### src/rtl/mdl_stopreq_seq_pkg.sv
// rtl/mdl_stopreq_seq_pkg.sv - shared state enum and rotator slot constants for the stop-request sequencer
package mdl_stopreq_seq_pkg;

    typedef enum logic [1:0] {
        IDLE   = 2'd0,
        RUN    = 2'd1,
        STOPRQ = 2'd2,
        RESYNC = 2'd3
    } seq_state_t;

    localparam int ROT8_W           = 8;
    localparam int ROT20_W          = 20;
    localparam int ROT8_SAMPLE_SLOT = 5;
    localparam int ROT8_LAP_SLOT    = 7;
    localparam int ROT20_LAST_SLOT  = 19;

endpackage

### src/rtl/mdl_stopreq_seq_if.sv
// rtl/mdl_stopreq_seq_if.sv - link between the stop-request sequencer (master) and the supervisor (slave)
interface mdl_stopreq_seq_if;
    import mdl_stopreq_seq_pkg::*;

    logic                 o_CLK2M_STOPRQ0_n;
    logic                 o_CLK2M_STOPRQ1_n;
    logic                 i_CLK2M_STOP_n;
    logic                 i_SYS_RUN_FLAG;
    logic                 i_CLK2M_PCEN_n;
    logic [ROT8_W-1:0]    i_ROT8;
    logic [ROT20_W-1:0]   i_ROT20_n;

    modport master (
        output o_CLK2M_STOPRQ0_n, o_CLK2M_STOPRQ1_n,
        input  i_CLK2M_STOP_n, i_SYS_RUN_FLAG, i_CLK2M_PCEN_n, i_ROT8, i_ROT20_n
    );

    modport slave (
        input  o_CLK2M_STOPRQ0_n, o_CLK2M_STOPRQ1_n,
        output i_CLK2M_STOP_n, i_SYS_RUN_FLAG, i_CLK2M_PCEN_n, i_ROT8, i_ROT20_n
    );

endinterface

### src/rtl/mdl_stopreq_seq_frame_cntr.sv
// rtl/mdl_stopreq_seq_frame_cntr.sv - loadable frame down-counter; a loaded 0 counts 2^W wraps
module submdl_frame_cntr #(
    parameter int W = 8
) (
    input  logic         i_MCLK,
    input  logic         i_MRST_n,
    input  logic         i_load,
    input  logic [W-1:0] i_load_val,
    input  logic         i_dec,
    output logic         o_last
);

    logic [W-1:0] cnt_q;

    // Decrementing a stored 0 rolls to all-ones, which gives the 0-means-2^W rule for free.
    always_ff @(posedge i_MCLK or negedge i_MRST_n) begin
        if (!i_MRST_n) begin
            cnt_q <= '0;
        end else if (i_load) begin
            cnt_q <= i_load_val;
        end else if (i_dec) begin
            cnt_q <= cnt_q - W'(1);
        end
    end

    assign o_last = (cnt_q == W'(1));

endmodule

### src/rtl/mdl_stopreq_seq.sv
// rtl/mdl_stopreq_seq.sv - frame-counted CLK2M stop requester; STOPREQ_WATCHDOG_EN adds the STOPRQ lap watchdog
module mdl_stopreq_seq
    import mdl_stopreq_seq_pkg::*;
#(
    parameter int FRAME_W      = 8,
    parameter int TIMEOUT_LAPS = 16
) (
    input  logic                  i_MCLK,
    input  logic                  i_MRST_n,
    input  logic                  i_CLK4M_PCEN_n,
    mdl_stopreq_seq_if.master     sup,
    input  logic                  i_START,
    input  logic [FRAME_W-1:0]    i_FRAMES,
    input  logic                  i_ABORT,
    output logic                  o_BUSY,
    output logic                  o_DONE,
    output logic                  o_TIMEOUT
);

    seq_state_t state_q;
    logic       rq0_n_q, rq1_n_q, busy_q, done_q, seen_low_q;
    logic       en, wrap, accept, dec, last, final_wrap;
    logic       unused_ok;

    assign en         = !i_CLK4M_PCEN_n;
    assign wrap       = en && !sup.i_CLK2M_PCEN_n && !sup.i_ROT20_n[ROT20_LAST_SLOT];
    assign accept     = en && (state_q == IDLE) && i_START && sup.i_SYS_RUN_FLAG;
    assign dec        = wrap && (state_q == RUN);
    assign final_wrap = dec && last;
    assign unused_ok  = ^{sup.i_ROT8, sup.i_ROT20_n};

    submdl_frame_cntr #(.W(FRAME_W)) u_frame_cntr (
        .i_MCLK     (i_MCLK),
        .i_MRST_n   (i_MRST_n),
        .i_load     (accept),
        .i_load_val (i_FRAMES),
        .i_dec      (dec),
        .o_last     (last)
    );

`ifdef STOPREQ_WATCHDOG_EN
    localparam int LAP_W = $clog2(TIMEOUT_LAPS + 1);
    logic [LAP_W-1:0] lap_q;
    logic             timeout_q;
`endif

    always_ff @(posedge i_MCLK or negedge i_MRST_n) begin
        if (!i_MRST_n) begin
            state_q    <= IDLE;
            rq0_n_q    <= 1'b1;
            rq1_n_q    <= 1'b1;
            busy_q     <= 1'b0;
            done_q     <= 1'b0;
            seen_low_q <= 1'b0;
`ifdef STOPREQ_WATCHDOG_EN
            lap_q      <= '0;
            timeout_q  <= 1'b0;
`endif
        end else if (en) begin
            done_q <= 1'b0;
`ifdef STOPREQ_WATCHDOG_EN
            if (state_q != STOPRQ) lap_q <= '0;
`endif
            case (state_q)
                IDLE: begin
                    if (i_START && sup.i_SYS_RUN_FLAG) begin
                        state_q <= RUN;
                        busy_q  <= 1'b1;
`ifdef STOPREQ_WATCHDOG_EN
                        timeout_q <= 1'b0;
`endif
                    end
                end
                RUN: begin
                    // Abort outranks a coincident final wrap so the abort line is the one raised.
                    if (i_ABORT) begin
                        rq1_n_q <= 1'b0;
                        state_q <= STOPRQ;
                    end else if (final_wrap) begin
                        rq0_n_q <= 1'b0;
                        state_q <= STOPRQ;
                    end
                end
                STOPRQ: begin
                    if (!sup.i_CLK2M_STOP_n) begin
                        rq0_n_q    <= 1'b1;
                        rq1_n_q    <= 1'b1;
                        seen_low_q <= 1'b0;
                        state_q    <= RESYNC;
                    end else begin
                        if (i_ABORT) rq1_n_q <= 1'b0;
`ifdef STOPREQ_WATCHDOG_EN
                        if (sup.i_ROT8[ROT8_LAP_SLOT]) begin
                            if (lap_q == LAP_W'(TIMEOUT_LAPS - 1)) begin
                                timeout_q  <= 1'b1;
                                rq0_n_q    <= 1'b1;
                                rq1_n_q    <= 1'b1;
                                seen_low_q <= 1'b0;
                                state_q    <= RESYNC;
                            end else begin
                                lap_q <= lap_q + LAP_W'(1);
                            end
                        end
`endif
                    end
                end
                RESYNC: begin
                    if (!sup.i_SYS_RUN_FLAG) begin
                        seen_low_q <= 1'b1;
                    end else if (seen_low_q) begin
                        done_q  <= 1'b1;
                        busy_q  <= 1'b0;
                        state_q <= IDLE;
                    end
                end
                default: state_q <= IDLE;
            endcase
        end
    end

    assign sup.o_CLK2M_STOPRQ0_n = rq0_n_q;
    assign sup.o_CLK2M_STOPRQ1_n = rq1_n_q;
    assign o_BUSY                = busy_q;
    assign o_DONE                = done_q;
`ifdef STOPREQ_WATCHDOG_EN
    assign o_TIMEOUT             = timeout_q;
`else
    assign o_TIMEOUT             = 1'b0;
`endif

endmodule

### src/flat_wrapper.sv
// flat-port wrapper written by rule: the top's interface ports become plain ports
module mdl_stopreq_seq_flat import mdl_stopreq_seq_pkg::*;
#(
    parameter int FRAME_W      = 8,
    parameter int TIMEOUT_LAPS = 16
)
  (i_MCLK, i_MRST_n, i_CLK4M_PCEN_n, i_START, i_FRAMES, i_ABORT, o_BUSY, o_DONE, o_TIMEOUT, sup_o_CLK2M_STOPRQ0_n, sup_o_CLK2M_STOPRQ1_n, sup_i_CLK2M_STOP_n, sup_i_SYS_RUN_FLAG, sup_i_CLK2M_PCEN_n, sup_i_ROT8, sup_i_ROT20_n);
  mdl_stopreq_seq_if sup_i ();
  input  logic i_MCLK;
  input  logic i_MRST_n;
  input  logic i_CLK4M_PCEN_n;
  input  logic i_START;
  input  logic [FRAME_W-1:0] i_FRAMES;
  input  logic i_ABORT;
  output logic o_BUSY;
  output logic o_DONE;
  output logic o_TIMEOUT;
  output wire logic [$bits(sup_i.o_CLK2M_STOPRQ0_n)-1:0] sup_o_CLK2M_STOPRQ0_n;
  output wire logic [$bits(sup_i.o_CLK2M_STOPRQ1_n)-1:0] sup_o_CLK2M_STOPRQ1_n;
  input wire logic [$bits(sup_i.i_CLK2M_STOP_n)-1:0] sup_i_CLK2M_STOP_n;
  input wire logic [$bits(sup_i.i_SYS_RUN_FLAG)-1:0] sup_i_SYS_RUN_FLAG;
  input wire logic [$bits(sup_i.i_CLK2M_PCEN_n)-1:0] sup_i_CLK2M_PCEN_n;
  input wire logic [$bits(sup_i.i_ROT8)-1:0] sup_i_ROT8;
  input wire logic [$bits(sup_i.i_ROT20_n)-1:0] sup_i_ROT20_n;
  assign sup_o_CLK2M_STOPRQ0_n = sup_i.o_CLK2M_STOPRQ0_n;
  assign sup_o_CLK2M_STOPRQ1_n = sup_i.o_CLK2M_STOPRQ1_n;
  assign sup_i.i_CLK2M_STOP_n = sup_i_CLK2M_STOP_n;
  assign sup_i.i_SYS_RUN_FLAG = sup_i_SYS_RUN_FLAG;
  assign sup_i.i_CLK2M_PCEN_n = sup_i_CLK2M_PCEN_n;
  assign sup_i.i_ROT8 = sup_i_ROT8;
  assign sup_i.i_ROT20_n = sup_i_ROT20_n;
  mdl_stopreq_seq #(.FRAME_W(FRAME_W), .TIMEOUT_LAPS(TIMEOUT_LAPS)) u_core (.i_MCLK(i_MCLK), .i_MRST_n(i_MRST_n), .i_CLK4M_PCEN_n(i_CLK4M_PCEN_n), .sup(sup_i), .i_START(i_START), .i_FRAMES(i_FRAMES), .i_ABORT(i_ABORT), .o_BUSY(o_BUSY), .o_DONE(o_DONE), .o_TIMEOUT(o_TIMEOUT));
endmodule
### config.mk
export PLATFORM = sky130hd
export DESIGN_NAME = mdl_stopreq_seq_flat
export DESIGN_NICKNAME = d
export VERILOG_FILES = /design/src/rtl/mdl_stopreq_seq_pkg.sv /design/src/rtl/mdl_stopreq_seq_if.sv /design/src/rtl/mdl_stopreq_seq_frame_cntr.sv /design/src/rtl/mdl_stopreq_seq.sv /design/src/flat_wrapper.sv
export SDC_FILE = /design/constraint.sdc
export NUM_CORES = 1
export LEC_CHECK = 0
export CAP_MARGIN = 20
export CELL_PAD_IN_SITES_DETAIL_PLACEMENT = 1
export CELL_PAD_IN_SITES_GLOBAL_PLACEMENT = 1
export CORE_MARGIN = 10
export CORE_UTILIZATION = 29
export CTS_BUF_LIST = sky130_fd_sc_hd__clkbuf_4 sky130_fd_sc_hd__clkbuf_8
export DETAILED_ROUTE_END_ITERATION = 10
export GPL_ROUTABILITY_DRIVEN = 0
export HOLD_SLACK_MARGIN = 0.15
export PLACE_DENSITY = 0.77
export SLEW_MARGIN = 10
export SYNTH_ARGS = -nofsm -noshare
export SYNTH_HDL_FRONTEND = slang
export SYNTH_SLANG_ARGS = --single-unit
### constraint.sdc
create_clock -name i_MCLK -period 2.7 [get_ports i_MCLK]
set_input_delay 0.54 -clock i_MCLK [delete_from_list [all_inputs] [get_ports i_MCLK]]
set_output_delay 0.54 -clock i_MCLK [all_outputs]
set_load 0.02 [all_outputs]
== After elaboration in Yosys (flattened, before gate mapping) ==
Index checks and enable logic that the tools add are counted.

* Add/subtract/negate cells: 1
* Multiply operators: 0
* Divide/modulo/power cells: 0
* $lt $le $gt $ge: 0
* Eq/ne operators: 12
* Shift-type cells: 0
* Muxes and demuxes: 26
* Bitwise gates (word level): 1
* Reductions and logical operators: 21

{| class="wikitable"
|+ Operators with widths
! operator !! count
|-
| two-way mux 8 bit || 2
|-
| two-way mux 1 bit || 13
|-
| two-way mux 2 bit || 6
|-
| inequality test 2 bit (second input constant) || 5
|-
| AND reduction 5 bit || 2
|-
| == test 8 x 1 -> 1 bit (second input constant) || 1
|-
| logical AND 1 bit || 8
|-
| one-hot mux 1 bit (2 select lines) || 4
|-
| one-hot mux 2 bit (4 select lines) || 1
|-
| nonzero test 2 bit || 4
|-
| subtractor 8 x 1 -> 8 bit (second input constant) || 1
|-
| AND reduction 6 bit || 1
|-
| == test 2 bit (second input constant) || 2
|-
| inequality test 2 x 1 -> 1 bit (second input constant) || 2
|-
| AND reduction 4 bit || 1
|-
| zero test 1 bit || 3
|-
| inequality test 3 x 2 -> 1 bit (second input constant) || 1
|-
| == test 2 x 1 -> 1 bit (second input constant) || 1
|-
| zero test 2 bit || 1
|-
| AND reduction 2 bit || 1
|-
| inverter 1 bit || 1
|}

* Register bits: 15
* Bits in latches: 0
* RAM bits: 0
* Memory bits (read-only): 0
* Bits of input ports: 44
* Output and inout port bits: 5
* Word-level logic and storage cells: 68
* Memories: 0

== Depth between registers and ports, before layout ==
* Depth after elaboration: 8
* Depth in mapped cells: 6
* Mapped depth without buffers: 6

== Modules after synthesis ==
Synthesis repeated with hierarchy kept, for this count alone.

* Cells, all modules: 99
* Area total of the unflattened synthesis: 925.9 sq um

{| class="wikitable"
|+ By module, submodules not included
! module !! times used !! cells each !! area an instance (sq um) !! seq. area each (sq um)
|-
| mdl_stopreq_seq || 1 || 49 || 465.4 || 177.7
|-
| submdl_frame_cntr || 1 || 50 || 460.4 || 200.2
|}

== Worst setup path before layout ==
Ideal clock, no wire load.

* Kind: reg-to-reg
* From: reg u_core.state_q[1]
* To: reg u_core.state_q[1]
* Setup time: 128 ps
* Data arrival time: 1774 ps
* Data required time: 2572 ps
* Path slack: 799 ps
* Stages on the path, launching flop included: 7
* Path buffers: 0
* Clock period less this slack: 1901 ps
* Path through: dfrtp_1 -> inv_1 -> ha_1 -> nor4b_2 -> nand3_1 -> a31oi_1 -> mux2_1

* Cells in the longest elaborated chain, start to end: 5
* Elaborated cells on any way between the ends: 13
* Classes of those cells: eq/ne: 8; mux: 1; reduce/logical: 4

{| class="wikitable"
|+ Ends and longest elaborated chain
! what !! RTL line !! text
|-
| start, declared || mdl_stopreq_seq.sv:20 || <nowiki>seq_state_t state_q;</nowiki>
|-
| start signal, assigned || mdl_stopreq_seq.sv:49 || <nowiki>state_q <= IDLE;</nowiki>
|-
| start signal, assigned || mdl_stopreq_seq.sv:67 || <nowiki>state_q <= RUN;</nowiki>
|-
| start signal, assigned || mdl_stopreq_seq.sv:78 || <nowiki>state_q <= STOPRQ;</nowiki>
|-
| == test 2 x 1 -> 1 bit || mdl_stopreq_seq.sv:28, mdl_stopreq_seq.sv:64 ||
|-
| logical AND 1 bit || mdl_stopreq_seq.sv:28 || <nowiki>assign dec = wrap && (state_q == RUN);</nowiki>
|-
| logical AND 1 bit || mdl_stopreq_seq.sv:29 || <nowiki>assign final_wrap = dec && last;</nowiki>
|-
| inequality test 3 x 2 -> 1 bit (no line) || -- ||
|-
| AND reduction 6 bit (no line) || -- ||
|}

Parallel ways exist; a longest one is shown, timed or not.
A chain may end at the register's enable or synchronous reset.

== Worst setup path after layout ==
* From: in i_CLK4M_PCEN_n
* To: reg u_core.state_q[1]

* Cells in the longest elaborated chain, start to end: 7
* Elaborated cells on any way between the ends: 8
* Classes of those cells: eq/ne: 1; bitwise: 1; reduce/logical: 6

{| class="wikitable"
|+ Ends and longest elaborated chain
! what !! RTL line !! text
|-
| start, declared || flat_wrapper.sv:11 || <nowiki>input logic i_CLK4M_PCEN_n;</nowiki>
|-
| zero test 1 bit || mdl_stopreq_seq.sv:25 || <nowiki>assign en = !i_CLK4M_PCEN_n;</nowiki>
|-
| logical AND 1 bit (2 in a row) || mdl_stopreq_seq.sv:26 || <nowiki>assign wrap = en && !sup.i_CLK2M_PCEN_n && !sup.i_ROT20_n[ROT20_LAST_SLOT];</nowiki>
|-
| logical AND 1 bit || mdl_stopreq_seq.sv:28 ||
|-
| logical AND 1 bit || mdl_stopreq_seq.sv:29 ||
|-
| inequality test 3 x 2 -> 1 bit (no line) || -- ||
|-
| AND reduction 6 bit (no line) (*) || -- ||
|}

Mark *: on every way between the ends. The rest lies on a longest branch, timed or not.

==> results.toml <==
[status]
outcome = "finished, final reports clean"

[clock_network]
cts.htree.levels = 1
cts_buffer_depth = 2
cts_resized = 0
hold_buffers = 0
cts_root_buffer = "clkbuf_4"
cts_buffers = 3
cts_setup_buffers = 0
clk_latency_ns = 0.28
clk_pin_slew_ns = 0.09
cts_tree = "yes"
clock-sinks = 15

[logic_synthesis]
ys_ff_latch = 15
syn_nets = 148
netlist_instances = 98
synth_edf_count = 0
async_flop_share = 1.00
synth_cell_types = 39
avgSynthCellArea_um2 = 9.73
ys_seq_area_frac = 0.396
ys_warn_count = 0
synthFlopType = "dfrtp_1"
syn_area_um2 = 953

[pwr]
p_leak_nw = 0.491
power_density_mw_per_mm2 = 889
ir_drop_mv = 0.318

[timing]
drv_slew = 0
rsz0062_at_grt = "false"
max_slew_margin = 0.512
layout_min_cycle_time_ns = 2.09
worst_slew_pin_slew_ns = 0.729
setup_tns_ns = 0
fmax_mhz = 479
hold_viol = 0
finClkSkew_ns = 0.00496
setup_viol = 0
fin_crit_sh = 0.773

[worst_setup_path]
path_max_fanout = 9
worstSetupPathType = "input port to flop"
startpoint_type = "input port"
cp.arrival_ns = 2.24
critPathSlowestCell = "clkdlybuf4s50_1"
r2r-start = "u_core.state_q[0]"
crit_path_cell_trace = "clkdlybuf4s50_1, buf_4, a21o_1, a221o_1, a31oi_1, mux2_1"
worstPathRequired_ns = 2.86
cpPeakStageDelay_ns = 0.46
rrSetupSlack_ns = 0.75
timing.rr.end = "u_core.state_q[1]"
worstRegToRegCells = 6
cp-end-kind = "flop"

[global_route]
grt_max_degree = 18
grt_usage = 0.0862
antenna_found_initial = 0
grt_pass1_wl_mm = 4.31
grt_overflow = 0
grt_pass1_vias = 929

[worst_hold_path]
hold_depth = 1
min_to = "u_core.o_BUSY"
hold_path.class = "flop to flop"
min-delay-start = "u_core.o_BUSY"

[run]
drv_cap = 0

[layout]
nets = 174
drive_gt1_frac = 0.122
fin_cells = 167
diodes = 0
area_delta_synth_final_pct = 30.7

[route]
vias_per_cell = 4.81
via_count = 804
ant_nets = 0
drt_iter0_drc = 37
dr.pass1.iters = 4
drc = 0
wl_mm = 2.50
wl_per_cell_um = 15.0

[floorplan]
core_area_mm2 = 0.00310
initial_core_util = 0.307
io_pins = 49
fp.dieW_um = 77.3
die_area_mm2 = 0.00598
die_h_um = 77.3
rows = 20

[placement]
place_inst = 163
dp_hpwl_mm = 2.00
port_buffers = 20
## power by group
| part | total [mW] | internal [mW] | switching [mW] | leakage, nW |
|---|---|---|---|---|
| registers | 0.457 | 0.339 | 0.118 | 0.174 |
| clock network | 0.139 | 0.0673 | 0.0714 | 0.0184 |
| logic | 0.512 | 0.261 | 0.251 | 0.299 |
| total | 1.11 | 0.667 | 0.441 | 0.491 |
## through the flow
stage	area [µm²]	total power, mW	setup WS [ns]	util	hold WS, ns
after detailed placement	1220	0.980	0.325	0.392	0.504
after global routing	1250	1.22	0.563	0.402	0.553
after CTS	1250	1.12	0.612	0.402	0.528
after global placement	1220	0.936	0.383	0.392	0.472
after floorplan	953	0.791	0.799	-	0.244
final	1250	1.11	0.614	0.402	0.515
## Yosys cell counts (2+ instances only)
cell,instances,area share
nand2_1,4,0.016
nor3b_1,2,0.016
inv_1,5,0.020
xnor2_1,4,0.037
dfstp_2,2,0.055
nand2b_1,2,0.013
nand3_1,4,0.021
nor4_2,2,0.026
xor2_1,3,0.028
dfrtp_1,13,0.34
nor2_1,14,0.055
a21oi_1,11,0.058
ha_1,6,0.079
## flip-flops by register name, summed over array words and instances, names as in the netlist
register,flops
u_core.o_BUSY,1
u_core.o_DONE,1
u_core.seen_low_q,1
u_core.state_q,2
u_core.sup.o_CLK2M_STOPRQ0_n,1
u_core.sup.o_CLK2M_STOPRQ1_n,1
u_core.u_frame_cntr.cnt_q,8
## kinds of logic (layout without fill, tap and decap cells)
group,after synthesis,count (layout),share of synthesized area
simple gates,39,39,0.259
compound gates,20,20,0.133
flops,15,15,0.396
buf+inv,8,33,0.0433
xor+xnor,7,7,0.0643
fa+ha+maj,6,6,0.0787
mux,2,2,0.0223
other cells,1,1,0.00393
## critical path, delay by kind of cell
family / cells / cell delay [ns]
AO/OA/AOI/OAI: 3 / 0.70
buffers and inverters: 2 / 0.65
multiplexers: 1 / 0.37
## routing by layer
layer / share of wire / track usage
met1: 0.47 / 0.101
met4: 0.011 / 0.0219
met3: 0.052 / 0.0288
met5: 0 / 0
met2: 0.47 / 0.148
## area by class of cell
class,instances,area [µm²]
Fill cell,376,1860
Inverter,5,18.8
Timing Repair Buffer,24,230
Sequential cell,15,378
Clock buffer,4,30.0
Multi-Input combinational cell,75,534
Tap cell,44,55.1
## cells in the final DEF, fill, tap and decap left out, types with 2 or more instances in the layout
cell type,instances
a21oi_1,11
buf_4,4
clkbuf_4,4
clkdlybuf4s50_1,20
dfrtp_1,13
dfstp_2,2
ha_1,6
inv_1,5
nand2_1,4
nand2b_1,2
nand3_1,4
nor2_1,14
nor3b_1,2
nor4_2,2
xnor2_1,4
xor2_1,3
## worst max-delay path by stage
stage,startpoint,end,slack (ns)
2_1_floorplan,u_core.state_q[1],u_core.state_q[1],0.80
3_3_place_gp,i_CLK4M_PCEN_n,u_core.state_q[1],0.38
3_5_place_dp,i_CLK4M_PCEN_n,u_core.state_q[1],0.33
4_1_cts,i_CLK4M_PCEN_n,u_core.state_q[1],0.61
5_1_grt,i_CLK4M_PCEN_n,u_core.state_q[1],0.56
6_report,i_CLK4M_PCEN_n,u_core.state_q[1],0.61
(Power assumes the default switching activity.)
